==> src/rtl/nibble_serial_subtractor_pkg.sv <==
// nss_pkg: shared types and constants for nibble_serial_subtractor.
//   nss_state_t : controller state encoding (IDLE, BUSY, DONE)
//   NSS_NIB_W   : width of one serial slice in bits
package nss_pkg;

  typedef enum logic [1:0] {
    IDLE = 2'd0,
    BUSY = 2'd1,
    DONE = 2'd2
  } nss_state_t;

  localparam int NSS_NIB_W = 4;

endpackage

==> src/rtl/nibble_serial_subtractor_borrow_select4.sv <==
// borrow_select4: combinational 4-bit borrow-select subtract slice.
// Both borrow-in cases are rippled in parallel; bsel picks the pair.
//   a_n  [3:0] in  : minuend nibble
//   b_n  [3:0] in  : subtrahend nibble
//   bsel       in  : borrow into this nibble
//   d    [3:0] out : a_n - b_n - bsel (mod 16)
//   bout       out : borrow out of this nibble
module borrow_select4
  import nss_pkg::*;
(
  input  logic [NSS_NIB_W-1:0] a_n,
  input  logic [NSS_NIB_W-1:0] b_n,
  input  logic                 bsel,
  output logic [NSS_NIB_W-1:0] d,
  output logic                 bout
);

  // Returns {borrow_out, difference} of a bit-level ripple subtractor.
  function automatic logic [NSS_NIB_W:0] ripple_sub(
    input logic [NSS_NIB_W-1:0] x,
    input logic [NSS_NIB_W-1:0] y,
    input logic                 bin
  );
    logic [NSS_NIB_W-1:0] r;
    logic                 br;
    br = bin;
    r  = '0;
    for (int i = 0; i < NSS_NIB_W; i++) begin
      r[i] = x[i] ^ y[i] ^ br;
      br   = (~x[i] & y[i]) | (~(x[i] ^ y[i]) & br);
    end
    return {br, r};
  endfunction

  logic [NSS_NIB_W:0] res0;
  logic [NSS_NIB_W:0] res1;

  assign res0 = ripple_sub(a_n, b_n, 1'b0);
  assign res1 = ripple_sub(a_n, b_n, 1'b1);

  assign d    = bsel ? res1[NSS_NIB_W-1:0] : res0[NSS_NIB_W-1:0];
  assign bout = bsel ? res1[NSS_NIB_W]     : res0[NSS_NIB_W];

endmodule

==> src/rtl/nibble_serial_subtractor.sv <==
// nibble_serial_subtractor: multi-cycle a - b - borrow_in, one nibble per
// clock, behind a valid/ready handshake.
//   clk, rst_n (async, active-low)
//   in_valid/in_ready   : operand handshake (in_ready high only in IDLE)
//   a, b [WIDTH-1:0]    : minuend / subtrahend, latched on acceptance
//   borrow_in           : borrow into nibble 0
//   out_valid/out_ready : result handshake (out_valid high only in DONE)
//   diff [WIDTH-1:0]    : a - b - borrow_in mod 2^WIDTH
//   borrow_out          : 1 iff unsigned a < b + borrow_in
//   overflow            : signed overflow; only with NSS_OVERFLOW_EN defined
// WIDTH must be a multiple of 4 and >= 8.
module nibble_serial_subtractor
  import nss_pkg::*;
#(
  parameter int WIDTH = 16
) (
  input  logic             clk,
  input  logic             rst_n,
  input  logic             in_valid,
  output logic             in_ready,
  input  logic [WIDTH-1:0] a,
  input  logic [WIDTH-1:0] b,
  input  logic             borrow_in,
  output logic             out_valid,
  input  logic             out_ready,
  output logic [WIDTH-1:0] diff,
  output logic             borrow_out
`ifdef NSS_OVERFLOW_EN
  ,
  output logic             overflow
`endif
);

  localparam int NIB   = WIDTH / NSS_NIB_W;
  localparam int IDX_W = (NIB > 1) ? $clog2(NIB) : 1;
  localparam logic [IDX_W-1:0] IDX_LAST = IDX_W'(NIB - 1);

  nss_state_t       state_q, state_d;
  logic [IDX_W-1:0] idx_q, idx_d;
  logic [WIDTH-1:0] a_q, a_d;
  logic [WIDTH-1:0] b_q, b_d;
  logic             bor_q, bor_d;
  logic [WIDTH-1:0] diff_q, diff_d;
  logic             bout_q, bout_d;
  logic             ovalid_q, ovalid_d;
`ifdef NSS_OVERFLOW_EN
  logic             ovf_q, ovf_d;
`endif

  logic [NSS_NIB_W-1:0] slice_d;
  logic                 slice_bout;
  logic [IDX_W+1:0]     base;

  // Bit offset of the current nibble (idx * 4).
  assign base = {idx_q, 2'b00};

  borrow_select4 u_slice (
    .a_n  (a_q[base +: NSS_NIB_W]),
    .b_n  (b_q[base +: NSS_NIB_W]),
    .bsel (bor_q),
    .d    (slice_d),
    .bout (slice_bout)
  );

  always_comb begin
    state_d  = state_q;
    idx_d    = idx_q;
    a_d      = a_q;
    b_d      = b_q;
    bor_d    = bor_q;
    diff_d   = diff_q;
    bout_d   = bout_q;
    ovalid_d = ovalid_q;
`ifdef NSS_OVERFLOW_EN
    ovf_d    = ovf_q;
`endif
    case (state_q)
      IDLE: begin
        if (in_valid) begin
          a_d     = a;
          b_d     = b;
          bor_d   = borrow_in;
          idx_d   = '0;
          diff_d  = '0;
`ifdef NSS_OVERFLOW_EN
          ovf_d   = 1'b0;
`endif
          state_d = BUSY;
        end
      end
      BUSY: begin
        diff_d[base +: NSS_NIB_W] = slice_d;
        bor_d = slice_bout;
        idx_d = idx_q + IDX_W'(1);
        if (idx_q == IDX_LAST) begin
          // Final nibble: borrow/overflow land on the same edge as diff MSBs.
          state_d  = DONE;
          ovalid_d = 1'b1;
          bout_d   = slice_bout;
`ifdef NSS_OVERFLOW_EN
          ovf_d    = (a_q[WIDTH-1] != b_q[WIDTH-1]) &&
                     (slice_d[NSS_NIB_W-1] != a_q[WIDTH-1]);
`endif
        end
      end
      DONE: begin
        if (out_ready) begin
          state_d  = IDLE;
          ovalid_d = 1'b0;
        end
      end
      default: state_d = IDLE;
    endcase
  end

  always_ff @(posedge clk or negedge rst_n) begin
    if (!rst_n) begin
      state_q  <= IDLE;
      idx_q    <= '0;
      a_q      <= '0;
      b_q      <= '0;
      bor_q    <= 1'b0;
      diff_q   <= '0;
      bout_q   <= 1'b0;
      ovalid_q <= 1'b0;
`ifdef NSS_OVERFLOW_EN
      ovf_q    <= 1'b0;
`endif
    end else begin
      state_q  <= state_d;
      idx_q    <= idx_d;
      a_q      <= a_d;
      b_q      <= b_d;
      bor_q    <= bor_d;
      diff_q   <= diff_d;
      bout_q   <= bout_d;
      ovalid_q <= ovalid_d;
`ifdef NSS_OVERFLOW_EN
      ovf_q    <= ovf_d;
`endif
    end
  end

  assign in_ready   = (state_q == IDLE);
  assign out_valid  = ovalid_q;
  assign diff       = diff_q;
  assign borrow_out = bout_q;
`ifdef NSS_OVERFLOW_EN
  assign overflow   = ovf_q;
`endif

endmodule

==> config.mk <==
export PLATFORM = sky130hd
export DESIGN_NAME = nibble_serial_subtractor
export DESIGN_NICKNAME = d
export VERILOG_FILES = /design/src/rtl/nibble_serial_subtractor_pkg.sv /design/src/rtl/nibble_serial_subtractor_borrow_select4.sv /design/src/rtl/nibble_serial_subtractor.sv
export SDC_FILE = /design/constraint.sdc
export NUM_CORES = 1
export LEC_CHECK = 0
export ABC_AREA = 1
export BUFFER_PORTS_ARGS = -buffer_cell sky130_fd_sc_hd__buf_2
export CORE_MARGIN = 4
export CORE_UTILIZATION = 40
export CTS_BUF_LIST = sky130_fd_sc_hd__clkbuf_16
export DETAILED_ROUTE_END_ITERATION = 7
export GPL_TIMING_DRIVEN = 0
export PLACE_DENSITY = 0.7
export SYNTH_ARGS = -nofsm -noshare
export SYNTH_HDL_FRONTEND = slang
export SYNTH_HIERARCHICAL = 1
export SYNTH_SLANG_ARGS = --single-unit
==> constraint.sdc <==
create_clock -name clk -period 3.04 [get_ports clk]
set_clock_uncertainty 0.15 [all_clocks]
set_input_delay 0 -clock clk [delete_from_list [all_inputs] [get_ports clk]]
set_output_delay 0 -clock clk [all_outputs]
set_load 0.1 [all_outputs]
======== Yosys cells after proc, flatten, opt, wreduce, memory -nomap -nowiden ========
Cells that the tools add are included.
storage, ports and cells
  flip-flop bits (word level) ............. 55
  bits of input ports ..................... 37
  output and inout port bits .............. 19
  logic and storage cells ................. 79
cells by class
  $add $sub $neg .......................... 2
  eq/ne operators ......................... 6
  shift operators ......................... 4
  muxes and demuxes ....................... 16
  bitwise operators ....................... 35
  reductions and logical operators ........ 8
operators by type and width
  kind                    number
  $pmux 16 s2             1
  $shiftx 16x5->4         2
  $bwmux 16               1
  $mux 16                 1
  $shift 4x6->16 const A  1
  $shiftx 4x6->16         1
  $and 1x1->1             10
  $xor 1x1->1             10
  $mux 2                  4
  $not 1->1               8
  $or 1x1->1              7
  $ne 2x2->1 const B      3
  $neg 4->6               1
  $pmux 2 s3              1
  $reduce_and 2->1        3
  $reduce_and 3->1        2
  $eq 2x2->1 const B      2
  $mux 1                  4
  $mux 4                  1
  $pmux 1 s2              2
  $pmux 2 s2              1
  $reduce_bool 2->1       2
  $add 2x1->2 const B     1
  $eq 2x1->1 const B      1
  $logic_not 2->1         1

======== Longest topological paths before layout ========
Gate-level depths: netlist (run 1).
  depth after elaboration ................. 13
  gate-level depth with buffers ........... 18
  mapped depth without buffers ............ 17

======== Cells and area by module ========
The synthesis (run 1) kept the hierarchy.
by module, submodules not included
  module                    instances  cells each  area an instance (sq um)
  nibble_serial_subtractor  1          337         2638.8
  borrow_select4            1          23          152.6

======== Least setup slack after synthesis (run 1) ========
No wires, ideal clock.
  kind .................................... reg2reg
  start ................................... register idx_q[0]
  end ..................................... register diff_q[7], in the netlist diff[7]
  library setup time ...................... 0.123 ns
  arrival time ............................ 2.756 ns
  setup slack ............................. 0.011 ns
  stages on the path, launching flop included .. 17
  buffers on the path ..................... 1
  cells stage by stage .................... dfrtp_1 inv_1 clkbuf_1 o211ai_1 nand2_1 inv_1 ha_1 nand2_1 nand2_1 fa_1 fa_1 inv_1 fa_1 nand2_1 nor2_1 nand2_1 nand2_1
between the ends
  word-level cells in the longest chain between the ends .. 13
RTL lines
  what                                       RTL line                                                        text
  from (decl)                                nibble_serial_subtractor.sv:39                                  logic [IDX_W-1:0] idx_q, idx_d;
  from (signal assigned)                     nibble_serial_subtractor.sv:131                                 idx_q <= idx_d;
  $shiftx 16x5->4, on equally long branches  nibble_serial_subtractor.sv:58, nibble_serial_subtractor.sv:59
  $not 1->1 or $xor 1x1->1 (tied branches)   -
  $and 1x1->1 or $not 1->1 (tied branches)   nibble_serial_subtractor_borrow_select4.sv:30                   br = (~x[i] & y[i]) | (~(x[i] ^ y[i]) & br);
  $or 1x1->1                                 nibble_serial_subtractor_borrow_select4.sv:30
  $and 1x1->1                                nibble_serial_subtractor_borrow_select4.sv:30
  $or 1x1->1                                 nibble_serial_subtractor_borrow_select4.sv:30
  $and 1x1->1                                nibble_serial_subtractor_borrow_select4.sv:30
  $or 1x1->1                                 nibble_serial_subtractor_borrow_select4.sv:30
  $xor 1x1->1                                nibble_serial_subtractor_borrow_select4.sv:29                   r[i] = x[i] ^ y[i] ^ br;
  $mux 4 (*)                                 nibble_serial_subtractor_borrow_select4.sv:41                   assign d = bsel ? res1[NSS_NIB_W-1:0] : res0[NSS_NIB_W-1:0];
  named net slice_d[3]                       nibble_serial_subtractor.sv:50                                  logic [NSS_NIB_W-1:0] slice_d;
  $shiftx 4x6->16 (*)                        nibble_serial_subtractor.sv:92                                  diff_d[base +: NSS_NIB_W] = slice_d;
  $bwmux 16 (*)                              nibble_serial_subtractor.sv:92
  $pmux 16 s2 (*)                            nibble_serial_subtractor.sv:77                                  case (state_q)
  to (signal assigned)                       nibble_serial_subtractor.sv:135                                 diff_q <= diff_d;
  to (decl)                                  nibble_serial_subtractor.sv:43                                  logic [WIDTH-1:0] diff_q, diff_d;
The timed path passes the listed nets; every way through them passes the cells marked *.
A chain may end at the register's enable or synchronous reset.

======== Final worst setup path (run 1) ========
Ends and elaborated chain as after synthesis.

==> results of run 1 <==
-- registers in the layout, indices dropped and copies added, names as in the netlist --
register and count:
state_q 2, bor_q 1, diff 16, b_q 16
idx_q 2, borrow_out 1, out_valid 1, a_q 16
-- placed cells by master, fill, tap and decap left out, drive strengths merged --
| cell | Yosys | routed |
|---|---|---|
| nand2 | 136 | 136 |
| dfrtp | 55 | 55 |
| o21ai | 12 | 12 |
| fa | 3 | 3 |
| inv | 32 | 32 |
| o211ai | 8 | 8 |
| nand3 | 56 | 56 |
| nor2 | 30 | 30 |
| clkinvlp | 0 | 1 |
| clkbuf | 8 | 13 |
| clkinv | 2 | 2 |
| dlygate4sd3 | 0 | 38 |
| ha | 7 | 7 |
| o31ai | 1 | 1 |
| bufinv | 0 | 1 |
| buf | 10 | 70 |
-- final cells by class --
type	instances	area share, %
Clock buffer	5	3.25
Timing Repair Buffer	98	18.1
Sequential cell	55	35.9
Clock inverter	2	0.976
Inverter	34	3.51
Buffer	18	3.42
Tap cell	96	3.12
Multi-Input combinational cell	253	31.8
-- cell usage after synthesis --
| library cell | n |
|---|---|
| buf_2 | 8 |
| buf_4 | 1 |
| buf_6 | 1 |
| clkbuf_1 | 8 |
| clkinv_1 | 2 |
| dfrtp_1 | 55 |
| fa_1 | 3 |
| ha_1 | 7 |
| inv_1 | 32 |
| nand2_1 | 136 |
| nand3_1 | 55 |
| nand3_2 | 1 |
| nor2_1 | 28 |
| nor2_4 | 2 |
| o211ai_1 | 8 |
| o21ai_0 | 12 |
| o31ai_1 | 1 |
-- critical path, delay by kind of cell, from the launching register on --
family,cells,cell delay (ns)
AO/OA/AOI/OAI,1,0.06
flip-flops,1,0.45
buffers and inverters,4,0.32
adder cells (fa/ha/maj),4,1.30
AND/OR/NAND/NOR,9,0.63
-- final timing paths --
path / from / endpoint / slack (ns) / depth (start not counted)
worst max-delay path: idx_q[0]$_DFFE_PN0P_ / diff[7]$_DFFE_PN0P_ / 0.02 / 18
worst min-delay path: in_valid / idx_q[1]$_DFFE_PN0P_ / 0.07 / 4
worst max register to register: idx_q[0]$_DFFE_PN0P_ / diff[7]$_DFFE_PN0P_ / 0.02 / 18
worst min register to register: a_q[14]$_DFFE_PN0P_ / a_q[14]$_DFFE_PN0P_ / 0.32 / 2
max in group asynchronous: rst_n / idx_q[1]$_DFFE_PN0P_ / 1.59 / 2
min in group asynchronous: rst_n / diff[7]$_DFFE_PN0P_ / 0.35 / 2
-- per-layer routing --
layer,routed length (microns),vias up
met3,325,15
met1,3260,1211
met5,0,-
met4,142,0
met2,3420,63
li1,-,1336
-- power by group through the flow --
stage | sequential, mW | clock, mW | combinational, mW
after floorplan | 1.80 | 0 | 1.48
after global placement | 1.24 | 0 | 2.61
after detailed placement | 1.25 | 0 | 2.65
after CTS | 1.24 | 0.654 | 2.90
after global routing | 1.28 | 0.689 | 3.27
final | 1.24 | 0.644 | 2.95
-- stage by stage --
step	hold WS, ns	setup WS (ns)	std cells	utilization, %	cell area (sq um)
6_report	0.0710	0.0186	561	56.6	3840
5_1_grt	0.163	-0.103	561	56.6	3840
4_1_cts	0.0893	0.0244	561	56.3	3830
3_5_place_dp	0.0754	-0.423	510	46.8	3180
3_3_place_gp	0.0528	-0.374	510	46.8	3180
2_1_floorplan	-0.446	0.0110	360	-	2790
-- cells by family (layout without fill, tap and decap cells) --
family / Yosys count / count (layout)
AOI/OAI and AO/OA: 21 / 21
adders and majority gates: 10 / 10
buffers and inverters: 52 / 157
DFF: 55 / 55
and+or+nand+nor: 222 / 222
-- timing repair --
action,4_1_cts,5_1_grt
setup endpoints to repair,10,4
pin swaps,3,7
hold buffers,38,0
gates resized for setup,21,11
setup buffers,6,0
endpoints found under the hold margin,90,0
==> metrics, run 1 <==
status finished clean; Synth top area share 49.3%; Routed Antenna Nets 0; DR WL/cell 12.7 microns; synthesized area approximately 2800 sq um; # rows 30; startpoint class of the critical path register; period utilization 99.4%; GRT overflow 0; share of cells above drive strength 1 21.1%; hpwl dp 4.83 mm; Clock power frac 13.3%; leak pwr 2.11 nW; arrival time at the worst endpoint roughly 3 ns; post-DR vias/cell 4.68; pin slew with the least headroom to its limit 1.20 ns; Final Max Tran Viols 0; Yosys top cell by area dfrtp_1; Yosys reg bits between 50 and 60; multi-input logic area 1220 sq um; Simple-Gate Fraction of Synth Area 33.1%; DRT iter0 DRCs 113; RSZ-0062 raised after global routing true; compound-cell area share of the yosys netlist 4.57%; worst-path fanout max 5; Fin. Hold Viols 0; Gate Count Post-Synth 360; Max Cap Violations 0; Synth Area in XOR/XNOR 0%; Combinational Power Share 61.0%; mux share of post-synthesis cell area 0%; area grow syn2layout 37.7%; GRT Overall Usage between 10% and 20%; Pre-antenna DRT Iters 4; DRC violations left 0; DR vias between 2000 and 3000; Die X about 90 microns; HP Class input pin to register; clk root buf clkbuf_16; Final Setup Violations 0; first-pass GRT wire length approximately 12 mm; CP max stage delay ~0.45 ns; sequential area share after synthesis 49.3%; switching share of power 52.0%; crit end category register; Num CTS Buffers 5; die outline area 8380 sq um; PnR Total Power 4.83 mW; clk slew on worst S/H paths 0.07 ns; relative max-transition margin 20.0%; Critical-path top delay cell dfrtp_2; antenna violations before repair 0; detailed-route wire length 7.15 mm; die height between 90 and 100 microns; critical path type register to register; core area 6790 sq um; pwr/cell area about 1300 nW/um^2; M1 GR Usage 24.1%; fillers 643; Final #Nets 512; pin count of the biggest net entering global routing 56; CTS tree built; M3 GR Usage 3.48%; Sink Count 55; syn nets 407; clk_lat worst skew 0.30 ns; vias in the first global route 2648; syn_area_per_cell 7.75 sq um; I/O pins 56; Crit path required time about 3 ns; Fmax 331 MHz; synth top area cells dfrtp_1 (49%), nand2_1 (18%), nand3_1 (9.9%); Reg power frac about 26%; largest family of logic cells by synthesized area simple AND/OR/NAND/NOR gates; internal power 2.32 mW; setup_tns 0 ns; Initial Util 41.1%; GRT busiest layer met2; critical-path cell list buf_6 > nor2_2 > nor2_1 > o21ai_1 > nand2_1 > inv_1 > ha_2 > inv_2 > nand2_2 > nand2_2 > fa_2 > fa_2 > inv_2 > fa_1 > nand2_2 > nor2_1 > nand2_1 > nand2_1; P_sw 2.51 mW; met2 GRT Util 30.3%; Yosys cell types 17; GP Congestion about 0.87; CTS H-tree lvls 2; # diodes 0; Final min period 3.02 ns; Synth warnings 6; Worst VDD drop 0.443 mV; adder-cell share of the synthesized area 5.29%; CTS max path bufs 2; port bufs 54; Reg area roughly 1400 sq um
Note: power is estimated with default switching activity, not from simulation.
==> run 2, diff against run 1 <==
CORE_UTILIZATION = 24   (was 40)
PLACE_DENSITY = 0.5   (was 0.7)
==> run 2 against run 1 <==
Final cell count increased by 9.4%. Via count increased by 1.1%. Critical path depth is the same. Die area up 60%. Hold slack better by 0.0099 ns. Power rose by 1.3%. Global-route usage shrank 6.3 points. Critical endpoint unchanged.
==> metrics, run 2 (same netlist as run 1, synthesis figures left out) <==
worst-path fanout max 4; antenna violations before repair 0; GP Congestion 0.833; vias in the first global route 2708; Fmax 334 MHz; clk slew on worst S/H paths 0.07 ns; hpwl dp 5.38 mm; startpoint class of the critical path register; die outline area 13400 sq um; crit end category register; Num CTS Buffers 5; DRT iter0 DRCs 70; DR WL/cell 12.4 microns; Crit path required time 3.07 ns; status finished clean; setup_tns 0 ns; fin worst setup slack 0.0444 ns; arrival time at the worst endpoint 3.03 ns; CTS max path bufs 2; most frequent cells in the layout nand2_1 (132), buf_2 (58), nand3_1 (55); GRT overflow 0; commonest non-fill, non-tap cell in the layout nand2_1; # diodes 0; DR vias 2653; leak pwr 2.15 nW; Die X 116 microns; Sink Count 55; clk root buf clkbuf_16; Final #Nets 518; pin slew with the least headroom to its limit 0.716 ns; clk_lat worst skew 0.29 ns; Final Setup Violations 0; RSZ-0062 raised after global routing true; Initial Util 24.4%; GRT Overall Usage 12.1%; post-DR vias/cell 4.32; die height 116 microns; DRC violations left 0; detailed-route wire length 7.61 mm; share of cells above drive strength 1 22.1%; area grow syn2layout 41.9%; DP Worst Slack -0.465 ns; relative max-transition margin a little over half; Routed Antenna Nets 0; I/O pins 56; Final min period 3.00 ns; period utilization 98.5%; Final Max Tran Viols 0; Fin. Hold Viols 0; Max Cap Violations 0; pwr/cell area 1240 nW/um^2; first-pass GRT wire length about 13 mm; core area 11400 sq um; # rows 39; CTS tree built; port bufs 54; CTS H-tree lvls 2; Worst VDD drop between 0.6 and 0.7 mV; hold path depth 4; pin count of the biggest net entering global routing 56; HP Class input pin to register; critical path type register to register; Register-to-Register Path Depth 18; Pre-antenna DRT Iters 4
run 2: final timing paths:
| path | start | end | slack, ns |
|---|---|---|---|
| setup / recovery | idx_q[0]$_DFFE_PN0P_ | diff[7]$_DFFE_PN0P_ | 0.04 |
| min in group asynchronous | rst_n | diff[12]$_DFFE_PN0P_ | 0.15 |
| hold / removal | in_valid | idx_q[1]$_DFFE_PN0P_ | 0.08 |
| hold reg to reg | a_q[1]$_DFFE_PN0P_ | a_q[1]$_DFFE_PN0P_ | 0.32 |
| max in group asynchronous | rst_n | idx_q[0]$_DFFE_PN0P_ | 2.08 |
| setup reg to reg | idx_q[0]$_DFFE_PN0P_ | diff[7]$_DFFE_PN0P_ | 0.04 |
run 2: area by class of cell:
type	count	area, sq um
clock buffers	5	125
plain buffers	18	143
fillers	1263	7460
clock inverters	2	33.8
multi-input cells	253	1220
flip-flops and latches	55	1380
well taps	143	179
inverters	34	135
repair buffers	104	743
run 2: through the flow:
step	hold slack (ns)	cell area [sq um]	power [mW]	util, %	instances
6_report	0.0809	3960	4.90	34.7	614
3_5_place_dp	0.0689	3240	3.93	28.4	557
5_1_grt	0.165	3960	5.37	34.7	614
3_3_place_gp	0.0562	3240	3.89	28.4	557
2_1_floorplan	-0.446	2790	3.28	-	360
4_1_cts	0.0947	3940	4.85	34.5	614
run 2: what timing repair did:
action	CTS	global route
pin swaps	5	7
buffers inserted	12	0
hold buffers	38	0
gates resized for setup	24	11
hold endpoints to repair	90	0
setup endpoints to repair	10	4
run 2: critical path, cell delays in order (launching register included):
cell and delay, ns:
dfrtp_2 0.44, buf_6 0.15, nor2_2 0.09, nor2_1 0.04, o21ai_1 0.08, nand2_1 0.10, inv_1 0.07, ha_1 0.14
inv_1 0.06, nand2_2 0.06, nand2_2 0.05, fa_2 0.33, fa_2 0.34, inv_2 0.06, fa_2 0.46, nand2_2 0.10
nor2_1 0.04, nand2_1 0.06, nand2_1 0.05
run 2: power by group:
part | internal (mW) | switching, mW
Clock | 0.382 | 0.256
Combinational | 0.959 | 2.05
Sequential | 1.05 | 0.195
run 2: routing by layer:
| layer | track usage [%] | vias to the layer above | share of wire, % |
|---|---|---|---|
| met5 | 0 | - | 0 |
| met3 | 2.09 | 8 | 4.7 |
| met1 | 16.0 | 1237 | 46 |
| met4 | 2.55 | 0 | 0.88 |
| li1 | - | 1353 | - |
| met2 | 20.8 | 55 | 49 |
